--- config.mk ---
export PLATFORM = sky130hd
export DESIGN_NAME = vga_timing
export DESIGN_NICKNAME = d
export VERILOG_FILES = /design/src/rtl/vga_pkg.sv /design/src/rtl/sync_delay.sv /design/src/rtl/vga_timing.sv
export SDC_FILE = /design/constraint.sdc
export NUM_CORES = 1
export LEC_CHECK = 0
export CAP_MARGIN = 30
export CORE_ASPECT_RATIO = 0.5
export CORE_UTILIZATION = 45
export CTS_BUF_LIST = sky130_fd_sc_hd__clkbuf_4
export DETAILED_ROUTE_END_ITERATION = 12
export PLACE_DENSITY = 0.69
export REMOVE_ABC_BUFFERS = 1
export SYNTH_ARGS = -nofsm -noshare
export SYNTH_HDL_FRONTEND = slang
export SYNTH_SLANG_ARGS = --single-unit
--- constraint.sdc ---
create_clock -name pixelClk -period 3.1 [get_ports pixelClk]
set_clock_uncertainty 0.2 [all_clocks]
set_input_delay 0.62 -clock pixelClk [delete_from_list [all_inputs] [get_ports pixelClk]]
set_output_delay 0.62 -clock pixelClk [all_outputs]
set_load 0.02 [all_outputs]
--- src/rtl/vga_pkg.sv ---
// Shared VGA timing constants and the coordinate type used by the raster
// generator and the pattern generator.
package vga_pkg;

  localparam int H_FP     = 16;
  localparam int H_SYNC   = 96;
  localparam int H_BP     = 48;
  localparam int H_ACTIVE = 640;

  localparam int V_FP     = 10;
  localparam int V_SYNC   = 2;
  localparam int V_BP     = 33;
  localparam int V_ACTIVE = 480;

  localparam int H_BLANK  = H_FP + H_SYNC + H_BP;
  localparam int V_BLANK  = V_FP + V_SYNC + V_BP;
  localparam int H_TOTAL  = H_BLANK + H_ACTIVE;
  localparam int V_TOTAL  = V_BLANK + V_ACTIVE;

  localparam int COORD_W  = 10;

  typedef logic [COORD_W-1:0] coord_t;

endpackage

--- src/rtl/sync_delay.sv ---
// Fixed-depth shift register with an asynchronous reset value.
// DEPTH = 0 degenerates to a wire.
module sync_delay #(
  parameter int           W       = 1,
  parameter int           DEPTH   = 1,
  parameter logic [W-1:0] RST_VAL = '0
) (
  input  logic         pixelClk,
  input  logic         reset,
  input  logic [W-1:0] d,
  output logic [W-1:0] q
);

  if (DEPTH == 0) begin : g_pass
    assign q = d;
  end else begin : g_pipe
    logic [DEPTH-1:0][W-1:0] stage;

    // Shift one stage per clock; every stage returns to RST_VAL on reset.
    always_ff @(posedge pixelClk or posedge reset) begin
      if (reset) begin
        stage <= {DEPTH{RST_VAL}};
      end else begin
        stage[0] <= d;
        for (int i = 1; i < DEPTH; i++) stage[i] <= stage[i-1];
      end
    end

    assign q = stage[DEPTH-1];
  end

endmodule

--- src/rtl/vga_timing.sv ---
// Raster timing generator: blanking-first counter numbering, registered
// coordinates/strobes, and syncs delayed to line up with registered RGB.
module vga_timing
  import vga_pkg::*;
#(
  parameter int H_FP       = vga_pkg::H_FP,
  parameter int H_SYNC     = vga_pkg::H_SYNC,
  parameter int H_BP       = vga_pkg::H_BP,
  parameter int H_ACTIVE   = vga_pkg::H_ACTIVE,
  parameter int V_FP       = vga_pkg::V_FP,
  parameter int V_SYNC     = vga_pkg::V_SYNC,
  parameter int V_BP       = vga_pkg::V_BP,
  parameter int V_ACTIVE   = vga_pkg::V_ACTIVE,
  parameter bit H_POL      = 1'b0,
  parameter bit V_POL      = 1'b0,
  parameter int SYNC_DELAY = 1
) (
  input  logic   pixelClk,
  input  logic   reset,
  output coord_t xCor,
  output coord_t yCor,
  output logic   dValid,
  output logic   hSync,
  output logic   vSync,
  output logic   lineStart,
  output logic   frameStart
);

  localparam int H_BLK = H_FP + H_SYNC + H_BP;
  localparam int V_BLK = V_FP + V_SYNC + V_BP;
  localparam int H_TOT = H_BLK + H_ACTIVE;
  localparam int V_TOT = V_BLK + V_ACTIVE;

  localparam coord_t X_LAST = coord_t'(H_TOT - 1);
  localparam coord_t Y_LAST = coord_t'(V_TOT - 1);
  localparam coord_t X_VIS  = coord_t'(H_BLK);
  localparam coord_t Y_VIS  = coord_t'(V_BLK);
  localparam coord_t HS_LO  = coord_t'(H_FP);
  localparam coord_t HS_HI  = coord_t'(H_FP + H_SYNC);
  localparam coord_t VS_LO  = coord_t'(V_FP);
  localparam coord_t VS_HI  = coord_t'(V_FP + V_SYNC);

  // Counters are 10 bits wide; reject timings that would not fit.
  if (H_TOT > 1024 || V_TOT > 1024) begin : g_bad_total
    $error("vga_timing: H_TOTAL/V_TOTAL must not exceed 1024");
  end
  if (SYNC_DELAY < 0 || SYNC_DELAY > 4) begin : g_bad_delay
    $error("vga_timing: SYNC_DELAY must be in 0..4");
  end

  coord_t xNext, yNext;
  logic   xWrap;
  logic   hSyncRaw, vSyncRaw;
  logic [1:0] syncQ;

  // Next-count values; every registered output is decoded from these so it
  // describes the same pixel as xCor/yCor.
  always_comb begin
    xWrap = (xCor == X_LAST);
    xNext = xWrap ? '0 : xCor + coord_t'(1);
    yNext = yCor;
    if (xWrap) yNext = (yCor == Y_LAST) ? '0 : yCor + coord_t'(1);
  end

  // Raster counters, visible strobe, raw syncs and wrap pulses.
  always_ff @(posedge pixelClk or posedge reset) begin
    if (reset) begin
      xCor       <= '0;
      yCor       <= '0;
      dValid     <= 1'b0;
      hSyncRaw   <= ~H_POL;
      vSyncRaw   <= ~V_POL;
      lineStart  <= 1'b0;
      frameStart <= 1'b0;
    end else begin
      xCor       <= xNext;
      yCor       <= yNext;
      dValid     <= (xNext >= X_VIS) && (yNext >= Y_VIS);
      hSyncRaw   <= (xNext >= HS_LO && xNext < HS_HI) ? H_POL : ~H_POL;
      vSyncRaw   <= (yNext >= VS_LO && yNext < VS_HI) ? V_POL : ~V_POL;
      lineStart  <= (xNext == '0);
      frameStart <= (xNext == '0) && (yNext == '0);
    end
  end

  sync_delay #(
    .W      (2),
    .DEPTH  (SYNC_DELAY),
    .RST_VAL({~V_POL, ~H_POL})
  ) u_sync_delay (
    .pixelClk(pixelClk),
    .reset   (reset),
    .d       ({vSyncRaw, hSyncRaw}),
    .q       (syncQ)
  );

  assign hSync = syncQ[0];
  assign vSync = syncQ[1];

endmodule
### Word level (Yosys, flattened, before mapping)

Cells that the tools add are included.

| cells by class | value |
|---|---|
| muxes and demuxes | 5 |
| magnitude comparators | 6 |
| equal/unequal tests | 2 |
| add/sub/neg operators | 2 |
| reduce and logical (&&, ||, !) cells | 6 |

Operators with widths:

| operator | count |
|---|---|
| $mux 10 | 3 |
| $add 10x1->10 const B | 2 |
| $eq 10x10->1 const B | 2 |
| $logic_not 10->1 | 2 |
| $ge 10x4->1 const B | 1 |
| $ge 10x5->1 const B | 1 |
| $ge 10x6->1 const B | 1 |
| $ge 10x8->1 const B | 1 |
| $lt 10x4->1 const B | 1 |
| $lt 10x7->1 const B | 1 |
| $logic_and 1x1->1 | 4 |
| $mux 1 | 2 |

| storage, ports and cells | value |
|---|---|
| register bits after elaboration | 27 |
| output and inout port bits | 25 |
| word-level logic and storage cells | 29 |
| bits of input ports | 2 |

### Longest topological paths before layout

| logic depth | value |
|---|---|
| depth in word-level cells | 6 |
| depth in mapped cells | 9 |
| depth with buffers taken out | 8 |

### Hierarchy

Synthesis repeated with hierarchy kept, for this count alone.

| second synthesis, totals | value |
|---|---|
| cell total of the unflattened synthesis | 167 |
| area total of the unflattened synthesis | 1576.5 um^2 |

Modules (own cells, without submodules):

| module | cells each | instances | seq. area each (um^2) | area an instance (um^2) |
|---|---|---|---|---|
| vga_timing | 164 | 1 | 628.1 | 1520.2 |
| sync_delay | 3 | 1 | 52.6 | 56.3 |

### Worst setup path after synthesis

No wires, ideal clock.

| path | value |
|---|---|
| kind | flip-flop to flip-flop |
| start | reg yCor[0] |
| end | reg dValid |
| clock period less this slack | 2576 ps |
| arrival time | 2250 ps |
| setup time | 126 ps |
| stages on the path, launching flop included | 8 |
| data required time | 2774 ps |
| slack | 524 ps |
| buffers on the path | 1 |
| cells stage by stage | dfrtp_1 ha_1 nand3_4 or4_1 buf_2 nor4_4 o22ai_2 o32a_1 |

| on the way | value |
|---|---|
| cells in the longest elaborated chain, start to end | 5 |
| elaborated cells between the ends (all ways) | 6 |
| those cells by class | add/sub (1); order compare (1); eq/ne (1); mux (2); reduce/logical (1) |

RTL lines:

| what | RTL line | RTL |
|---|---|---|
| start, declared | vga_timing.sv:21 | `output coord_t yCor,` |
| start signal, assigned | vga_timing.sv:77 | `yCor <= yNext;` |
| $add 10x1->10 or $eq 10x10->1 (tied branches) | vga_timing.sv:62 | `if (xWrap) yNext = (yCor == Y_LAST) ? '0 : yCor + coord_t'(1);` |
| $mux 10 | vga_timing.sv:62 |  |
| $mux 10 * | vga_timing.sv:62 |  |
| $ge 10x6->1 * | vga_timing.sv:78 | `dValid <= (xNext >= X_VIS) && (yNext >= Y_VIS);` |
| $logic_and 1x1->1 * | vga_timing.sv:78 |  |
| end signal, assigned | vga_timing.sv:78 |  |
| end, declared | vga_timing.sv:22 | `output logic dValid,` |

Mark *: on every way between the ends. The rest lies on a longest branch, timed or not.

### Worst setup path after layout

| path | value |
|---|---|
| start | reg xCor[0] |
| end | reg dValid |

| on the way | value |
|---|---|
| cells in the longest elaborated chain, start to end | 4 |
| elaborated cells between the ends (all ways) | 7 |
| those cells by class | add/sub (1); order compare (2); eq/ne (1); mux (2); reduce/logical (1) |

RTL lines:

| what | RTL line | RTL |
|---|---|---|
| start, declared | vga_timing.sv:20 | `output coord_t xCor,` |
| start signal, assigned | vga_timing.sv:76 | `xCor <= xNext;` |
| $add 10x1->10 or $eq 10x10->1 (tied branches) | vga_timing.sv:60, vga_timing.sv:59 |  |
| $mux 10, on equally long branches | vga_timing.sv:60, vga_timing.sv:62 |  |
| $ge 10x8->1 or $ge 10x6->1 (tied branches) | vga_timing.sv:78 |  |
| $logic_and 1x1->1 * | vga_timing.sv:78 |  |

Marks and branches as above.

==> flow_metrics.env <==
export IMPL_layout_common_cells="clkdlybuf4s50_1, dfrtp_1, o21ai_0"
export IMPL_yosys_warnings=0
export IMPL_areaGrowthSynthToFinish_pct=18.4
export IMPL_placeableCoreArea_um2=3210
export IMPL_postRouteWirelength_mm=3.50
export IMPL_relSlewSlack_pct=63.9
export IMPL_numCtsBuffers=3
export IMPL_dieWidth_um=86.8
export IMPL_core_rowCount=14
export IMPL_timing_rr_start="xCor[0]"
export IMPL_peakVddDrop_v=0.000113
export IMPL_worst_slack_ps=408
export IMPL_ctsResizeCount=0
export IMPL_grt_pass1_wl_mm=5.92
export IMPL_setup_violations=0
export IMPL_vias_per_cell=5.70
export IMPL_cp_max_fo=14
export IMPL_cts_tree="yes"
export IMPL_postCtsSetupRepairBufs=0
export IMPL_clkTransAtPathRegs_ps=160
export IMPL_slew_viol_final=0
export IMPL_crit_type="reg -> reg"
export IMPL_hold_path_class="reg -> reg"
export IMPL_port_buffer_count=26
export IMPL_cts_num_sinks=27
export IMPL_diodes=0
export IMPL_dp_cells=238
export IMPL_ys_types=50
export IMPL_drt_pass1_iter_count=4
export IMPL_crit_family="simple AND/OR/NAND/NOR gates"
export IMPL_synth_top_area_share_pct=35.5
export IMPL_cpPeakStageDelay_ps=470
export IMPL_p_leak_nw=0.764
export IMPL_final_fill_count=278
export IMPL_hold_start="vSyncRaw"
export IMPL_drt_iter0_markers=61
export IMPL_crit_arrival_ps=2750
export IMPL_drive_above_1_share_pct=7.73
export IMPL_power_density_nw_per_um2=268
export IMPL_hold_violations=0
export IMPL_avgSynthCellArea_um2=9.25
export IMPL_yosysTopAreaCell="dfrtp_1"
export IMPL_initial_utilization_pct=50.5
export IMPL_worst_r2r_cell_count=7
export IMPL_dp_slack_ps=457
export IMPL_ys_ff_latch=27
export IMPL_period_share_pct=86.8
export IMPL_synth_ff_type="dfrtp_1"
export IMPL_worst_slew_pin_slew_ps=541
export IMPL_layout_cells_most_common="clkdlybuf4s50_1"
export IMPL_rsz0062_at_grt="false"
export IMPL_cts_buffer_depth=2
export IMPL_cts_htree_levels=1
export IMPL_drcViolationCount=0
export IMPL_synth_area_um2=1620
export IMPL_async_reset_ff_share_pct=100
export IMPL_die_h_um=44.4
export IMPL_grt_pass1_vias=1192
export IMPL_min_period_ps=2690
export IMPL_reg2reg_slack_ps=410
export IMPL_cp_start_kind="flop"
export IMPL_min_to="u_sync_delay.q[1]"
export IMPL_path_buf_inv=0
export IMPL_max_cap_violations=0
export IMPL_reg2reg_to="dValid"
export IMPL_slowest_stage="nor4b_1"
export IMPL_root_buffer="clkbuf_4"
export IMPL_grt_remaining_overflow=0
export IMPL_crit_chain="ha_1, and4_1, nand3_1, nor4b_1, o22ai_1, a31oi_1, o32a_1"
export IMPL_grt_max_degree=28
export IMPL_pin_count=27
export IMPL_vias=1379
export IMPL_wl_per_cell_um=14.5
export IMPL_end_kind="flop"
export IMPL_synth_area_leaders="dfrtp_1, dfstp_2, o21ai_0"
export IMPL_whs_path_depth=0
export IMPL_num_nets_final=201
export IMPL_cts_hold_buf=0
export IMPL_antenna_left=0
export IMPL_dieArea_um2=3860
export IMPL_synthCells=175
export IMPL_dp_hpwl_mm=2.55
export IMPL_gp_congestion=0.793
export IMPL_synth_seq_area_share_pct=42.0
export IMPL_cp_data_required_time_ps=3160
export IMPL_grt_antenna_before_repair=0
export IMPL_track_usage_pct=20.3
export IMPL_synth_edff_count=0
export IMPL_status="finished, final reports clean"
export IMPL_insertion_delay_ps=330
export IMPL_finalNonFillerCells=242
export IMPL_fmax_mhz=372
export IMPL_tns_ps=0
[sequential cells by signal (all words and copies together) (netlist names)]
name,cells
frameStart,1
u_sync_delay.q,2
yCor,10
lineStart,1
dValid,1
hSyncRaw,1
vSyncRaw,1
xCor,10
[stage by stage]
stage / area [um^2] / power (mW) / hold slack, ps / util [%]
3_5_place_dp: 1890 / 0.369 / 148 / 58.9
3_3_place_gp: 1890 / 0.368 / 146 / 58.9
2_1_floorplan: 1560 / 0.364 / 145 / -
4_1_cts: 1920 / 0.528 / 168 / 59.8
5_1_grt: 1920 / 0.541 / 172 / 59.8
6_report: 1920 / 0.514 / 166 / 59.8
[cell usage after synthesis (2+ instances only)]
| library cell | count |
|---|---|
| inv_1 | 5 |
| xnor2_1 | 9 |
| nor4_1 | 2 |
| buf_2 | 4 |
| or2_2 | 2 |
| dfstp_2 | 4 |
| o22ai_1 | 2 |
| nor3_1 | 3 |
| nand2b_1 | 2 |
| and3_1 | 4 |
| o211ai_1 | 3 |
| dfrtp_1 | 23 |
| buf_4 | 2 |
| clkbuf_1 | 6 |
| or3_1 | 3 |
| o21ai_0 | 16 |
| o31ai_1 | 4 |
| ha_1 | 4 |
| a21oi_1 | 3 |
| nand2_1 | 13 |
| nand3_1 | 14 |
| nor2b_1 | 2 |
| nand4_1 | 2 |
| o21a_1 | 2 |
| and4_1 | 2 |
| xor2_1 | 2 |
| nor2_1 | 14 |
[power by group]
part	switching [mW]	total (mW)	internal [mW]
logic	0.00699	0.00902	0.00203
clock network	0.104	0.152	0.0483
registers	0	0.353	0.353
[worst register-to-register path: stages, from the launching register on]
cell,delay (ps)
dfrtp_1,450
ha_1,290
and4_1,290
nand3_1,410
nor4b_1,470
o22ai_1,150
a31oi_1,190
o32a_1,180
[kinds of logic (layout without fill, tap and decap cells)]
logic type | Yosys count | after routing | synth area share [%]
adder cells (fa/ha/maj) | 4 | 4 | 3.09
AND/OR/NAND/NOR | 74 | 74 | 26.4
AO/OA/AOI/OAI | 41 | 41 | 17.2
flip-flops | 27 | 27 | 42.0
multiplexers | 1 | 1 | 0.618
XOR/XNOR | 11 | 11 | 5.95
buffers and inverters | 17 | 36 | 4.71
[routing by layer]
layer	wire length, um	global-route usage, %
met1	1720	29.6
met2	1550	31.7
met3	207	3.92
met4	21	4.00
met5	0	0
[worst max-delay path by stage]
stage            start         end  slack [ps]  depth (start not counted)
6_report       xCor[0]      dValid         410                          7
5_1_grt        xCor[0]  frameStart         180                          7
4_1_cts        yCor[0]  frameStart         420                          7
3_5_place_dp   yCor[0]      dValid         460                          6
3_3_place_gp   xCor[0]  frameStart         490                          7
2_1_floorplan  yCor[0]      dValid         510                          6
[layout make-up]
cell class                      count  area [um^2]  area share, %
Multi-Input combinational cell    131          862           45.0
Clock inverter                      1         5.00          0.261
Inverter                            5         18.8          0.979
Clock buffer                        3         22.5           1.17
Timing Repair Buffer               27          268           14.0
Tap cell                           48         60.1           3.13
Sequential cell                    27          681           35.5
Note: power is estimated with default switching activity, not from simulation.
